===== config.mk =====
export PLATFORM = sky130hd
export DESIGN_NAME = nonce_dispatcher
export DESIGN_NICKNAME = d
export VERILOG_FILES = /design/src/rtl/nonce_dispatcher_pkg.sv /design/src/rtl/nonce_dispatcher_arbiter.sv /design/src/rtl/nonce_dispatcher.sv
export SDC_FILE = /design/constraint.sdc
export NUM_CORES = 1
export LEC_CHECK = 0
export ABC_AREA = 1
export BUFFER_PORTS_ARGS = -buffer_cell sky130_fd_sc_hd__buf_2
export CAP_MARGIN = 10
export CORE_AREA = 2 2 396 398
export CTS_CLUSTER_DIAMETER = 120
export DETAILED_ROUTE_END_ITERATION = 16
export DIE_AREA = 0 0 398 400
export GPL_ROUTABILITY_DRIVEN = 0
export GPL_TIMING_DRIVEN = 1
export PLACE_DENSITY = 0.48
export SKIP_CTS_REPAIR_TIMING = 1
export SLEW_MARGIN = 20
export SYNTH_ARGS = -nofsm -noshare
export SYNTH_HDL_FRONTEND = slang
export SYNTH_SLANG_ARGS = --single-unit

===== constraint.sdc =====
create_clock -name hash_clk -period 9.84 [get_ports hash_clk]
set_clock_uncertainty 0.2 [all_clocks]
set_input_delay 0.984 -clock hash_clk [delete_from_list [all_inputs] [get_ports hash_clk]]
set_output_delay 0.984 -clock hash_clk [all_outputs]
set_load 0.005 [all_outputs]

===== src/rtl/nonce_dispatcher_pkg.sv =====
// Shared types and widths for the nonce dispatcher and its golden-nonce arbiter.
package nonce_dispatcher_pkg;
  localparam int NONCE_W    = 32;
  localparam int MIDSTATE_W = 256;
  localparam int DATA_W     = 96;
  localparam int OVF_W      = 16;

  typedef enum logic [2:0] {
    ST_IDLE  = 3'd0,
    ST_CALC  = 3'd1,
    ST_LOAD  = 3'd2,
    ST_RUN   = 3'd3,
    ST_ABORT = 3'd4
  } state_e;
endpackage


===== src/rtl/nonce_dispatcher_arbiter.sv =====
// Per-core golden-nonce slots, round-robin pick into a single held output
// register, and a saturating count of nonces dropped on a full slot.
module rr_nonce_arbiter
  import nonce_dispatcher_pkg::*;
#(
  parameter int NUM_CORES  = 4,
  parameter int CORE_IDX_W = (NUM_CORES > 1) ? $clog2(NUM_CORES) : 1
) (
  input  logic                         clk,
  input  logic                         rst_n,
  input  logic                         flush,
  input  logic [NUM_CORES-1:0]         found,
  input  logic [NONCE_W*NUM_CORES-1:0] nonce_in,
  input  logic                         out_ready,
  output logic                         out_valid,
  output logic [NONCE_W-1:0]           out_nonce,
  output logic [OVF_W-1:0]             overflow_cnt
);

  logic [NUM_CORES-1:0]  slot_vld_q, slot_vld_d;
  logic [NONCE_W-1:0]    slot_nonce_q [NUM_CORES];
  logic [NONCE_W-1:0]    slot_nonce_d [NUM_CORES];
  logic                  out_vld_q, out_vld_d;
  logic [NONCE_W-1:0]    out_nonce_q, out_nonce_d;
  logic [CORE_IDX_W-1:0] rr_ptr_q, rr_ptr_d;
  logic [OVF_W-1:0]      ovf_q, ovf_d;
  logic                  cand_hit;
  logic                  take;
  logic [CORE_IDX_W-1:0] cand_idx;
  logic [CORE_IDX_W-1:0] pick_idx;
  logic [OVF_W:0]        drop_cnt;

  function automatic logic [OVF_W-1:0] sat_add(input logic [OVF_W-1:0] base,
                                               input logic [OVF_W:0]   inc);
    logic [OVF_W:0] sum;
    sum = {1'b0, base} + inc;
    return sum[OVF_W] ? {OVF_W{1'b1}} : sum[OVF_W-1:0];
  endfunction

  // First occupied slot at or after the round-robin pointer, wrapping.
  always_comb begin
    cand_hit = 1'b0;
    cand_idx = '0;
    pick_idx = '0;
    for (int k = 0; k < NUM_CORES; k++) begin
      cand_idx = CORE_IDX_W'((int'(rr_ptr_q) + k) % NUM_CORES);
      if (!cand_hit && slot_vld_q[cand_idx]) begin
        cand_hit = 1'b1;
        pick_idx = cand_idx;
      end
    end
    take = cand_hit && !out_vld_q;
  end

  always_comb begin
    slot_vld_d   = slot_vld_q;
    slot_nonce_d = slot_nonce_q;
    out_vld_d    = out_vld_q;
    out_nonce_d  = out_nonce_q;
    rr_ptr_d     = rr_ptr_q;
    drop_cnt     = '0;
    if (out_vld_q && out_ready) out_vld_d = 1'b0;
    if (take) begin
      out_vld_d           = 1'b1;
      out_nonce_d         = slot_nonce_q[pick_idx];
      slot_vld_d[pick_idx] = 1'b0;
      rr_ptr_d            = CORE_IDX_W'((int'(pick_idx) + 1) % NUM_CORES);
    end
    // A slot emptied by this cycle's pick can take a new nonce immediately.
    for (int i = 0; i < NUM_CORES; i++) begin
      if (found[i]) begin
        if (slot_vld_d[i]) begin
          drop_cnt = drop_cnt + (OVF_W+1)'(1);
        end else begin
          slot_vld_d[i]   = 1'b1;
          slot_nonce_d[i] = nonce_in[NONCE_W*i +: NONCE_W];
        end
      end
    end
    if (flush) begin
      slot_vld_d = '0;
      out_vld_d  = 1'b0;
      drop_cnt   = '0;
    end
    ovf_d = sat_add(ovf_q, drop_cnt);
  end

  always_ff @(posedge clk or negedge rst_n) begin
    if (!rst_n) begin
      slot_vld_q  <= '0;
      out_vld_q   <= 1'b0;
      out_nonce_q <= '0;
      rr_ptr_q    <= '0;
      ovf_q       <= '0;
    end else begin
      slot_vld_q  <= slot_vld_d;
      out_vld_q   <= out_vld_d;
      out_nonce_q <= out_nonce_d;
      rr_ptr_q    <= rr_ptr_d;
      ovf_q       <= ovf_d;
    end
  end

  always_ff @(posedge clk) begin
    slot_nonce_q <= slot_nonce_d;
  end

  assign out_valid    = out_vld_q;
  assign out_nonce    = out_nonce_q;
  assign overflow_cnt = ovf_q;

endmodule


===== src/rtl/nonce_dispatcher.sv =====
// Splits a nonce range into equal slices, loads them into the hashing cores,
// tracks completion and forwards golden nonces through a round-robin arbiter.
module nonce_dispatcher
  import nonce_dispatcher_pkg::*;
#(
  parameter int NUM_CORES  = 4,
  parameter int CORE_IDX_W = (NUM_CORES > 1) ? $clog2(NUM_CORES) : 1
) (
  input  logic                         hash_clk,
  input  logic                         rst_n,
  input  logic                         new_work,
  input  logic [MIDSTATE_W-1:0]        midstate,
  input  logic [DATA_W-1:0]            work_data,
  input  logic [NONCE_W-1:0]           nonce_min,
  input  logic [NONCE_W-1:0]           nonce_max,
  output logic                         job_error,
  output logic                         need_work,
  output logic [MIDSTATE_W-1:0]        core_midstate,
  output logic [DATA_W-1:0]            core_data,
  output logic [NUM_CORES-1:0]         core_load,
  output logic [NONCE_W-1:0]           core_nonce_start,
  output logic [NONCE_W-1:0]           core_nonce_end,
  output logic                         core_abort,
  input  logic [NUM_CORES-1:0]         core_done,
  input  logic [NUM_CORES-1:0]         core_found,
  input  logic [NONCE_W*NUM_CORES-1:0] core_nonce,
  output logic                         golden_valid,
  input  logic                         golden_ready,
  output logic [NONCE_W-1:0]           golden_nonce,
  output logic [OVF_W-1:0]             overflow_cnt
);

  state_e                state_q, state_d;
  logic [MIDSTATE_W-1:0] midstate_q, midstate_d;
  logic [DATA_W-1:0]     data_q, data_d;
  logic [NONCE_W-1:0]    min_q, min_d, max_q, max_d;
  logic [NONCE_W-1:0]    chunk_q, chunk_d;
  logic [CORE_IDX_W-1:0] last_idx_q, last_idx_d;
  logic [CORE_IDX_W-1:0] load_idx_q, load_idx_d;
  logic [NUM_CORES-1:0]  core_load_q, core_load_d;
  logic [NONCE_W-1:0]    start_q, start_d, end_q, end_d;
  logic [NUM_CORES-1:0]  active_q, active_d;
  logic                  need_work_q, need_work_d;
  logic                  job_error_q, job_error_d;
  logic                  core_abort_q, core_abort_d;
  logic                  flush;
  logic [NONCE_W:0]      range33;
  logic [NONCE_W-1:0]    calc_chunk;
  logic [CORE_IDX_W-1:0] calc_last;
  logic [CORE_IDX_W-1:0] next_idx;
  logic [NONCE_W-1:0]    next_start;

  function automatic logic [NONCE_W:0] job_range(input logic [NONCE_W-1:0] lo,
                                                 input logic [NONCE_W-1:0] hi);
    return {1'b0, hi} - {1'b0, lo} + (NONCE_W+1)'(1);
  endfunction

  always_comb begin
    range33    = job_range(min_q, max_q);
    calc_chunk = NONCE_W'(range33 >> CORE_IDX_W);
    calc_last  = (range33 < (NONCE_W+1)'(NUM_CORES)) ? '0 : CORE_IDX_W'(NUM_CORES - 1);
    next_idx   = load_idx_q + CORE_IDX_W'(1);
    next_start = start_q + chunk_q;

    state_d      = state_q;
    midstate_d   = midstate_q;
    data_d       = data_q;
    min_d        = min_q;
    max_d        = max_q;
    chunk_d      = chunk_q;
    last_idx_d   = last_idx_q;
    load_idx_d   = load_idx_q;
    core_load_d  = '0;
    start_d      = start_q;
    end_d        = end_q;
    need_work_d  = need_work_q;
    job_error_d  = 1'b0;
    core_abort_d = 1'b0;
    flush        = 1'b0;
    active_d     = (active_q | core_load_q) & ~core_done;

    if (new_work && state_q != ST_ABORT) begin
      midstate_d = midstate;
      data_d     = work_data;
      min_d      = nonce_min;
      max_d      = nonce_max;
    end

    if (new_work && (state_q inside {ST_CALC, ST_LOAD, ST_RUN})) begin
      state_d      = ST_ABORT;
      core_abort_d = 1'b1;
      active_d     = '0;
      flush        = 1'b1;
    end else begin
      case (state_q)
        ST_IDLE: begin
          if (new_work) begin
            if (nonce_max < nonce_min) begin
              job_error_d = 1'b1;
            end else begin
              state_d     = ST_CALC;
              need_work_d = 1'b0;
            end
          end
        end
        // Slice geometry is fixed here and core 0 is issued on the same edge.
        ST_CALC: begin
          chunk_d        = calc_chunk;
          last_idx_d     = calc_last;
          load_idx_d     = '0;
          core_load_d[0] = 1'b1;
          start_d        = min_q;
          end_d          = (calc_last == '0) ? max_q : min_q + calc_chunk - NONCE_W'(1);
          state_d        = ST_LOAD;
        end
        ST_LOAD: begin
          if (load_idx_q == last_idx_q) begin
            state_d = ST_RUN;
          end else begin
            load_idx_d            = next_idx;
            core_load_d[next_idx] = 1'b1;
            start_d               = next_start;
            end_d                 = (next_idx == last_idx_q) ? max_q
                                                             : next_start + chunk_q - NONCE_W'(1);
          end
        end
        ST_RUN: begin
          if (active_d == '0) begin
            state_d     = ST_IDLE;
            need_work_d = 1'b1;
          end
        end
        ST_ABORT: begin
          if (max_q < min_q) begin
            state_d     = ST_IDLE;
            job_error_d = 1'b1;
            need_work_d = 1'b1;
          end else begin
            state_d = ST_CALC;
          end
        end
        default: begin
          state_d     = ST_IDLE;
          need_work_d = 1'b1;
          active_d    = '0;
        end
      endcase
    end
  end

  always_ff @(posedge hash_clk or negedge rst_n) begin
    if (!rst_n) begin
      state_q      <= ST_IDLE;
      midstate_q   <= '0;
      data_q       <= '0;
      min_q        <= '0;
      max_q        <= '0;
      chunk_q      <= '0;
      last_idx_q   <= '0;
      load_idx_q   <= '0;
      core_load_q  <= '0;
      start_q      <= '0;
      end_q        <= '0;
      active_q     <= '0;
      need_work_q  <= 1'b1;
      job_error_q  <= 1'b0;
      core_abort_q <= 1'b0;
    end else begin
      state_q      <= state_d;
      midstate_q   <= midstate_d;
      data_q       <= data_d;
      min_q        <= min_d;
      max_q        <= max_d;
      chunk_q      <= chunk_d;
      last_idx_q   <= last_idx_d;
      load_idx_q   <= load_idx_d;
      core_load_q  <= core_load_d;
      start_q      <= start_d;
      end_q        <= end_d;
      active_q     <= active_d;
      need_work_q  <= need_work_d;
      job_error_q  <= job_error_d;
      core_abort_q <= core_abort_d;
    end
  end

  rr_nonce_arbiter #(
    .NUM_CORES  (NUM_CORES),
    .CORE_IDX_W (CORE_IDX_W)
  ) u_arb (
    .clk          (hash_clk),
    .rst_n        (rst_n),
    .flush        (flush),
    .found        (core_found & (active_q | core_load_q)),
    .nonce_in     (core_nonce),
    .out_ready    (golden_ready),
    .out_valid    (golden_valid),
    .out_nonce    (golden_nonce),
    .overflow_cnt (overflow_cnt)
  );

  assign job_error        = job_error_q;
  assign need_work        = need_work_q;
  assign core_midstate    = midstate_q;
  assign core_data        = data_q;
  assign core_load        = core_load_q;
  assign core_nonce_start = start_q;
  assign core_nonce_end   = end_q;
  assign core_abort       = core_abort_q;

endmodule


Word level (Yosys, flattened, before mapping). Cells that the tools add are included.

Flip-flop bits (word level): 712. Input bits: 556. Output and inout port bits: 472. Logic and storage cells: 185.

$add $sub $neg: 16. $lt $le $gt $ge: 12. Equal/unequal tests: 16. Multiplexer cells: 75. Bitwise gates (word level): 13. Reduce and logical (&&, ||, !) cells: 29.

Operators by type and width (number): 2-to-1 mux 32 bit (6); 2-to-1 mux 17 bit (8); case mux 32 bit (2 select lines) (2); adder 32 x 31 -> 32 bit (3); binary-select mux 32 bit (select 2 bit) (1); < comparator 32 bit (2); subtractor 32 x 1 -> 32 bit, second input constant (2); adder 17 x 1 -> 17 bit, second input constant (3); adder 33 x 1 -> 33 bit, second input constant (1); < comparator 33 x 3 -> 1 bit, second input constant (1); subtractor 32 x 32 -> 33 bit (1); 2-to-1 mux 1 bit (28); 2-to-1 mux 4 bit (6); < comparator 2 x 3 -> 1 bit, second input constant (6); 2-to-1 mux 3 bit (6); adder 16 x 17 -> 17 bit (1); 2-to-1 mux 16 bit (1); case mux 3 bit (5 select lines) (1); AND 4 bit (3); 2-to-1 mux 2 bit (6); AND reduction 2 bit (5); logical AND 1 bit (9); != test 3 bit, second input constant (3); binary-select mux 1 bit (select 2 bit) (4); 30 further kinds (52).

Longest topological paths before layout. Gate-level depths: netlist of run 1.

Depth in word-level cells: 33. Gate-level depth with buffers: 40. Gate-level depth less buffers: 37.

Modules after synthesis. From an unflattened synthesis of run 1, not the netlist that was laid out.

Cells, all modules: 4388. Area total of the unflattened synthesis: 40008.4 um2.

By module, submodules not included: nonce_dispatcher (instances 1, cells each 3575, area an instance 31741.7 um2, sequential area each 13213.9 um2); rr_nonce_arbiter (instances 1, cells each 813, area an instance 8266.7 um2, sequential area each 5220.0 um2).

Least setup slack after synthesis of run 1. Ideal clock, no wire load.

Kind: register to register. Start point: reg u_arb.rr_ptr_q[0]. End point: reg u_arb.ovf_q[13] (netlist: u_arb.overflow_cnt[13]). Library setup time: 0.129 ns. Data arrival time: 4.827 ns. Data required time: 9.511 ns. Path slack: 4.683 ns. Stages on the path, launching flop included: 36. Path buffers: 3. Period minus slack after synthesis: 5.157 ns. Path through: dfrtp_1 -> buf_2 -> o21ai_0 -> nand2_1 -> o21ai_2 -> nand2_1 -> nor2_1 -> o21ai_1 -> o21ai_1 -> buf_4 -> buf_2 -> ha_1 -> inv_1 -> o21ai_0 -> inv_1 -> ha_1 -> nand2_1 -> nand2_1 -> ha_1 -> nand2_1 -> nand2_1 -> ha_1 -> nand3_1 -> o31ai_1 -> ha_1 -> nand3_1 -> nand2_1 -> a21oi_1 -> nor3_1 -> inv_1 -> nor2_1 -> inv_1 -> nor2_1 -> nand3_1 -> a21boi_0 -> o21ai_0.

Word-level cells in the longest chain between the ends: 33. Elaborated cells between the ends (all ways): 48. Classes of those cells: add/sub: 7; order compare: 2; mux: 29; bitwise: 2; reduce/logical: 8.

Ends and longest elaborated chain: start: declaration (line nonce_dispatcher_arbiter.sv:25) `logic [CORE_IDX_W-1:0] rr_ptr_q, rr_ptr_d;`; start signal: assignment (line nonce_dispatcher_arbiter.sv:99) `rr_ptr_q <= rr_ptr_d;`; branches (longest 18 deep; another with < comparator 2 x 3 -> 1 bit); 2-to-1 mux 4 bit * (line nonce_dispatcher_arbiter.sv:63) `if (take) begin`; 2-to-1 mux 1 bit (line nonce_dispatcher_arbiter.sv:72) `if (slot_vld_d[i]) begin`; 2-to-1 mux 17 bit (line nonce_dispatcher_arbiter.sv:71) `if (found[i]) begin`; adder 17 x 1 -> 17 bit (line nonce_dispatcher_arbiter.sv:73) `drop_cnt = drop_cnt + (OVF_W+1)'(1);`; 2-to-1 mux 17 bit (line nonce_dispatcher_arbiter.sv:72); 2-to-1 mux 17 bit (line nonce_dispatcher_arbiter.sv:71); adder 17 x 1 -> 17 bit (line nonce_dispatcher_arbiter.sv:73); 2-to-1 mux 17 bit (line nonce_dispatcher_arbiter.sv:72); 2-to-1 mux 17 bit (line nonce_dispatcher_arbiter.sv:71); adder 17 x 1 -> 17 bit (line nonce_dispatcher_arbiter.sv:73); 2-to-1 mux 17 bit (line nonce_dispatcher_arbiter.sv:72); 2-to-1 mux 17 bit * (line nonce_dispatcher_arbiter.sv:71); 2-to-1 mux 17 bit * (line nonce_dispatcher_arbiter.sv:80) `if (flush) begin`; adder 16 x 17 -> 17 bit * (line nonce_dispatcher_arbiter.sv:36) `sum = {1'b0, base} + inc;`; 2-to-1 mux 16 bit * (line nonce_dispatcher_arbiter.sv:37) `return sum[OVF_W] ? {OVF_W{1'b1}} : sum[OVF_W-1:0];`; net u_arb.ovf_d[13] (line nonce_dispatcher_arbiter.sv:26) `logic [OVF_W-1:0] ovf_q, ovf_d;`; end signal: assignment (line nonce_dispatcher_arbiter.sv:100) `ovf_q <= ovf_d;`; end: declaration (line nonce_dispatcher_arbiter.sv:26).

Mark *: on every way through the listed nets, which the timed path passes. The select of a mux whose other input is x is not followed. A chain may end at the register's enable or synchronous reset.

Final worst setup path of run 1. Ends and elaborated chain as after synthesis.

==> results.py, run 1 <==
metrics = {
    "layout": {
        "multi_input_area_um2": 18200,
        "syn_to_final_growth_pct": 27.1,
        "regArea_um2": 18400,
        "stdcell_count": 7361,
        "final_nets": 6034,
        "drive_gt1_share_pct": 32.8,
        "n_fill_cell": 16500,
    },
    "routing": {
        "vias": 34200,
        "detail_route.vias_per_cell": 4.65,
        "drt_iter0_drc": 2461,
        "drtAntennaViolNets": 0,
        "drt-total-wl_um": 181000,
        "drc": 0,
        "firstDrtPassIters": 5,
        "detail_route.wl_per_cell_um": 24.6,
    },
    "global_routing": {
        "grt_max_degree": 150,
        "antenna_found_initial": 72,
        "track_usage_pct": 21.9,
        "grt_overflow": 0,
        "grt_pass1_vias": 34100,
        "grt_pass1_wl_um": 249000,
    },
    "synth": {
        "synth_warnings": 0,
        "synth.area.mux_share_pct": 10.1,
        "synthXorXnorAreaFrac_pct": 1.78,
        "synth_cells": 4179,
        "synthDistinctLibCells": 54,
        "synth-seq-cells": 711,
        "synth-simple-area-share_pct": 14.9,
        "synth_top_area_share_pct": 37.0,
        "synth_seq_area_share_pct": 46.8,
        "synth_nets": 5016,
        "synth_commonest_cells": "nand2_1, dfrtp_1, inv_1",
        "yosysTopAreaCell": "dfrtp_1",
        "synth_most_common_cell": "nand2_1",
        "async_flop_share_pct": 82.0,
        "synth-compound-area-share_pct": 10.1,
        "synthTopCellsByArea": "dfrtp_1, mux2_2, edfxtp_1",
        "yosys.area_share.adder_pct": 9.31,
        "synth_top_family_by_area": "simple AND/OR/NAND/NOR gates",
        "synth-main-ff-cell": "dfrtp_1",
        "avgSynthCellArea_um2": 9.42,
        "synth_edf_count": 128,
        "synth_area_um2": 39400,
    },
    "critical_path": {
        "r2r_start": "u_arb.rr_ptr_q[0]$_DFFE_PN0N_",
        "slowest_delay_ps": 620,
        "worstSetupStartpointType": "flop",
        "rrSetupSlack_ps": 3220,
        "path_common_cell": "nand2_1",
        "cp-end-kind": "flop",
        "critical_path_arrival_ps": 7020,
        "slowest_stage": "buf_4",
        "worst_r2r_path_depth": 36,
        "path_max_fanout": 67,
        "regToRegEndpoint": "u_arb.overflow_cnt[13]$_DFF_PN0_",
        "crit_type": "flop to flop",
        "worstPathRequired_ps": 10240,
    },
    "run": {
        "cap_viol_max_count": 0,
    },
    "cts": {
        "clockRootBuffer": "clkbuf_16",
        "clockBufferDepth": 3,
        "cts_max_level": 3,
        "clk_pin_slew_worst_paths_ps": 60,
        "cts_tree": "yes",
        "clock-sinks": 711,
        "clk_latency_ps": 720,
        "numCtsBuffers": 91,
    },
    "place": {
        "portBuffers": 1027,
        "dpl.hpwl_um": 147000,
        "numPlacedInstances": 7162,
    },
    "worst_hold_path": {
        "hp-class": "input pin to asynchronous set/reset pin",
    },
    "die": {
        "num_io_pins": 1028,
        "core_um2": 155000,
        "fp.dieH_um": 400,
        "std_cell_rows": 145,
        "die_area_um2": 159000,
        "die_w_um": 398,
        "start_util_pct": 25.4,
    },
    "sta": {
        "max_freq_mhz": 151,
        "finalCritPeriodShare_pct": 67.2,
        "period_minus_slack_ps": 6620,
        "maxSlewViolCount": 0,
        "fin_setup_tns_ps": 0,
        "tightestPinTransition_ps": 1090,
        "rsz0062_at_grt": "no",
        "hold_ws_ps": 85.6,
        "final-hold-violation-count": 0,
        "setup_viol": 0,
        "relSlewSlack_pct": 27.1,
    },
    "run_status": {
        "status": "complete, no violations",
    },
}
critical path, delay by kind of cell, from the launching register on:
kind,cells,cell delay (ps)
and+or+nand+nor,14,1500
AOI/OAI and AO/OA,10,1360
adders and majority gates,5,1340
buffers and inverters,6,1120
DFF,1,490
xor gates and xnor gates,1,430
how the worst max path moves through the flow:
stage | start | end | slack, ps
final | u_arb.rr_ptr_q[0]$_DFFE_PN0N_ | u_arb.overflow_cnt[13]$_DFF_PN0_ | 3220
after detailed placement | u_arb.rr_ptr_q[0]$_DFFE_PN0N_ | u_arb.overflow_cnt[13]$_DFF_PN0_ | 3280
after global placement | u_arb.rr_ptr_q[0]$_DFFE_PN0N_ | u_arb.overflow_cnt[13]$_DFF_PN0_ | 3390
after global routing | u_arb.rr_ptr_q[0]$_DFFE_PN0N_ | u_arb.overflow_cnt[13]$_DFF_PN0_ | 2490
after floorplan | u_arb.rr_ptr_q[0]$_DFFE_PN0N_ | u_arb.overflow_cnt[13]$_DFF_PN0_ | 4680
after CTS | u_arb.rr_ptr_q[0]$_DFFE_PN0N_ | u_arb.overflow_cnt[13]$_DFF_PN0_ | 3250
flip-flops by register name, summed over array words and instances (netlist names), 2 cells and up:
register / flops
core_midstate: 256
active_q: 4
load_idx_q: 2
u_arb.slot_vld_q: 4
state_q: 3
u_arb.slot_nonce_q: 128
core_load: 4
max_q: 32
u_arb.overflow_cnt: 16
u_arb.rr_ptr_q: 2
min_q: 32
core_nonce_end: 32
core_nonce_start: 32
u_arb.out_nonce: 32
core_data: 96
chunk_q: 31
layer usage:
metal  up-vias  part of all wire [%]  track usage [%]
met5         -                  0.10                0
li1      16000                     -                -
met4        30                   3.9             8.34
met3       293                   8.7             7.07
met1     16700                    42             27.4
met2      1240                    46             35.0
logic make-up after synthesis:
| family | count (synthesis) |
|---|---|
| mux | 352 |
| simple gates | 1351 |
| flops | 711 |
| buf+inv | 718 |
| compound gates | 687 |
| fa+ha+maj | 281 |
| xor+xnor | 79 |
stage by stage:
step	util, %	setup WS (ps)	area (um^2)
after detailed placement	30.2	3280	46900
after CTS	32.2	3250	49900
after floorplan	-	4680	39400
after global routing	32.2	2490	50000
final	32.2	3220	50000
after global placement	30.2	3390	46800
cell usage in the layout, fill, tap and decap left out, types with 8 or more instances in the layout:
| cell type | count |
|---|---|
| o21a_1 | 14 |
| nor2_1 | 358 |
| dfrtp_1 | 582 |
| inv_1 | 563 |
| diode_2 | 32 |
| xnor2_1 | 35 |
| a21boi_0 | 8 |
| xor2_1 | 43 |
| nand3_1 | 150 |
| nand2_2 | 32 |
| a21o_1 | 17 |
| a21oi_1 | 232 |
| o21ai_1 | 13 |
| clkinv_2 | 12 |
| or2_2 | 41 |
| nor3_1 | 38 |
| clkbuf_1 | 30 |
| buf_4 | 24 |
| nand3b_1 | 11 |
| buf_2 | 1026 |
| nand4_1 | 20 |
| o21ai_0 | 228 |
| edfxtp_1 | 128 |
| a21oi_2 | 30 |
| inv_2 | 22 |
| o211ai_1 | 42 |
| nand3_2 | 30 |
| clkbuf_16 | 91 |
| ha_1 | 261 |
| a31oi_1 | 52 |
| clkbuf_8 | 12 |
| fa_1 | 20 |
| bufinv_16 | 8 |
| nand2_1 | 642 |
| mux2_2 | 352 |
| o21bai_1 | 23 |
cell type report:
cell class                 count  share of cell area [%]
sequential                   711                    36.9
inverter                     586                    4.40
clock inverter                34                    1.02
antenna                       32                   0.160
multi-input combinational   2750                    36.4
timing repair buffer        1057                    10.9
tap                         2058                    5.15
clock buffer                 133                    5.11
Power of run 1 is not shown: default switching activity piles up to over one toggle a cycle in this logic, so the estimate is an artifact.
==> inputs of run 2 (changes only) <==
--- a/config.mk
+++ b/config.mk
@@ -5,16 +5,16 @@
 export SDC_FILE = /design/constraint.sdc
 export NUM_CORES = 1
 export LEC_CHECK = 0
-export ABC_AREA = 1
+export ABC_AREA = 0
 export BUFFER_PORTS_ARGS = -buffer_cell sky130_fd_sc_hd__buf_2
 export CAP_MARGIN = 10
-export CORE_AREA = 2 2 396 398
+export CORE_AREA = 2 2 406 408
 export CTS_CLUSTER_DIAMETER = 120
 export DETAILED_ROUTE_END_ITERATION = 16
-export DIE_AREA = 0 0 398 400
+export DIE_AREA = 0 0 408 410
 export GPL_ROUTABILITY_DRIVEN = 0
 export GPL_TIMING_DRIVEN = 1
-export PLACE_DENSITY = 0.48
+export PLACE_DENSITY = 0.46
 export SKIP_CTS_REPAIR_TIMING = 1
 export SLEW_MARGIN = 20
 export SYNTH_ARGS = -nofsm -noshare
==> constraint.sdc (replaced) <==
create_clock -name hash_clk -period 6.8 [get_ports hash_clk]
set_clock_uncertainty 0.2 [all_clocks]
set_input_delay 0.68 -clock hash_clk [delete_from_list [all_inputs] [get_ports hash_clk]]
set_output_delay 0.68 -clock hash_clk [all_outputs]
set_load 0.005 [all_outputs]
==> results.py, run 2 <==
metrics = {
    "sta": {
        "fin_setup_tns_ps": 0,
        "tightestPinTransition_ps": 1190,
        "finalCritPeriodShare_pct": 93.2,
        "rsz0062_at_grt": "no",
        "final-hold-violation-count": 1,
        "hold_ws_ps": -7.94,
        "relSlewSlack_pct": 20.7,
        "maxSlewViolCount": 0,
        "period_minus_slack_ps": 6340,
        "setup_viol": 0,
        "max_freq_mhz": 158,
    },
    "critical_path": {
        "critical_path_arrival_ps": 6790,
        "path_max_fanout": 5,
        "rrSetupSlack_ps": 460,
        "worstPathRequired_ps": 7250,
        "crit_type": "flop to flop",
        "cp-end-kind": "flop",
        "worstSetupStartpointType": "flop",
    },
    "synth": {
        "synth_seq_area_share_pct": 49.1,
        "synth-main-ff-cell": "dfrtp_1",
        "synthTopCellsByArea": "dfrtp_1, mux2_2, edfxtp_1",
        "synth_cells": 3516,
        "synth_most_common_cell": "dfrtp_1",
        "synth_top_area_share_pct": 38.8,
        "avgSynthCellArea_um2": 10.7,
        "synth-seq-cells": 711,
        "synth_warnings": 0,
        "synth_area_um2": 37500,
        "synthDistinctLibCells": 92,
        "synth_nets": 4353,
        "async_flop_share_pct": 82.0,
        "synth_edf_count": 128,
        "yosysTopAreaCell": "dfrtp_1",
        "synth_commonest_cells": "dfrtp_1, mux2_2, nand2_1",
    },
    "die": {
        "fp.dieH_um": 410,
        "num_io_pins": 1028,
        "die_w_um": 408,
        "std_cell_rows": 149,
        "start_util_pct": 22.9,
        "die_area_um2": 167000,
        "core_um2": 163000,
    },
    "cts": {
        "numCtsBuffers": 91,
        "cts_max_level": 3,
        "clk_latency_ps": 720,
        "clockBufferDepth": 3,
        "clockRootBuffer": "clkbuf_16",
        "clock-sinks": 711,
        "clk_pin_slew_worst_paths_ps": 60,
        "cts_tree": "yes",
    },
    "layout": {
        "syn_to_final_growth_pct": 40.1,
        "drive_gt1_share_pct": 32.8,
        "final_nets": 5761,
        "finalCoreUtilization_pct": 32.1,
        "n_fill_cell": 16900,
        "final_common_cell": "buf_2",
        "layout_common_cells": "buf_2, dfrtp_1, dlygate4sd3_1, mux2_2, nand2_1",
        "largest_register_ffs": 256,
    },
    "run_status": {
        "status": "complete, but fails checks",
        "violations": "hold timing",
    },
    "power_and_ir_drop": {
        "p_leak_nw": 24.6,
        "power_density_nw_per_um2": 593,
        "ir_drop_mv": 0.354,
    },
    "routing": {
        "drt_iter0_drc": 2605,
        "firstDrtPassIters": 5,
        "drt-total-wl_um": 171000,
        "drc": 0,
        "detail_route.wl_per_cell_um": 23.6,
        "drtAntennaViolNets": 0,
        "vias": 32800,
        "detail_route.vias_per_cell": 4.53,
    },
    "worst_hold_path": {
        "hp-class": "input pin to flop",
    },
    "global_routing": {
        "track_usage_pct": 19.5,
        "grt_pass1_wl_um": 234000,
        "grt_max_degree": 172,
        "grt_pass1_vias": 30500,
        "grt_overflow": 0,
        "antenna_found_initial": 95,
    },
    "run": {
        "cap_viol_max_count": 0,
    },
    "place": {
        "portBuffers": 1027,
        "dpl.hpwl_um": 136000,
    },
}
==> run 2: cell types whose count changed in the layout (fill, tap and decap cells not counted), sizes merged, moves of 61 or more <==
| cell | delta |
|---|---|
| dlygate4sd3 | +378 |
| nand2 | -353 |
| inv | -288 |
| nor2 | -128 |
| nand3 | -104 |
| a21oi | -103 |
| a21o | +61 |
==> run 2: cell type report <==
cell class	instances	area [um^2]	share of cell area [%]
flip-flops and latches	711	18400	35.1
multi-input cells	2364	17500	33.4
repair buffers	1452	9370	17.8
well taps	2189	2740	5.21
clock buffers	140	2650	5.05
inverters	304	1140	2.17
clock inverters	32	573	1.09
diodes	44	110	0.210
==> run 2: final timing paths <==
path                            cells after the start                            start                             end
worst max-delay path                               25  core_nonce_start[0]$_DFFE_PN0P_  core_nonce_end[29]$_DFFE_PN0P_
worst min-delay path                                3                    nonce_max[15]           max_q[15]$_DFFE_PN0P_
worst max register to register                     25  core_nonce_start[0]$_DFFE_PN0P_  core_nonce_end[29]$_DFFE_PN0P_
worst min register to register                      2   u_arb.out_nonce[0]$_DFFE_PN0N_  u_arb.out_nonce[0]$_DFFE_PN0N_
max in group asynchronous                           3                            rst_n       core_data[69]$_DFFE_PN0P_
min in group asynchronous                           2                            rst_n  core_midstate[249]$_DFFE_PN0P_
==> run 2: cells by family after synthesis <==
group | share of synthesized area, %
fa+ha+maj | 9.77
buf+inv | 4.44
mux | 11.6
flops | 49.1
simple gates | 10.2
compound gates | 12.2
xor+xnor | 2.64
==> run 2: per-layer routing <==
layer | GRT usage [%] | wire, um | vias up
met5 | 0 | 92 | -
met4 | 5.34 | 3890 | 16
met2 | 30.5 | 78400 | 1267
met3 | 5.08 | 13400 | 238
li1 | - | - | 15200
met1 | 26.6 | 75300 | 16000
==> run 2: per-stage QoR <==
step,worst slack (ps),cell area (um^2),cells,hold WS [ps],power (mW)
global placement,502,45400,6642,258,25.6
detailed placement,433,45400,6642,265,25.6
CTS,404,48600,6814,-183,31.0
finish,462,52600,7236,-7.94,31.2
global route,30.2,52500,7210,0.0676,33.9
floorplan,990,37500,3516,184,19.3
==> run 2: worst max-delay path, stage by stage, from the launching register on <==
cell and delay (ps):
dfrtp_1 410, ha_1 270, fa_1 430, a21o_1 190
a21o_1 220, a211oi_1 260, buf_4 170, nor4_1 90
o31a_1 320, o21a_1 180, or2_2 300, ha_1 270
inv_1 40, ha_1 290, buf_4 120, and3_1 250
and4_1 220, o211ai_1 120, a21o_1 240, a21boi_0 260
o2111ai_1 220, a311oi_2 350, o21ai_0 140, mux2_2 280
a221o_1 340, a21oi_1 110
==> run 2: report_power, final <==
part	switching [mW]	internal, mW
clock network	2.14	3.07
logic	11.5	8.10
registers	0.895	5.50
No activity file was read; power rests on OpenSTA's default activity.
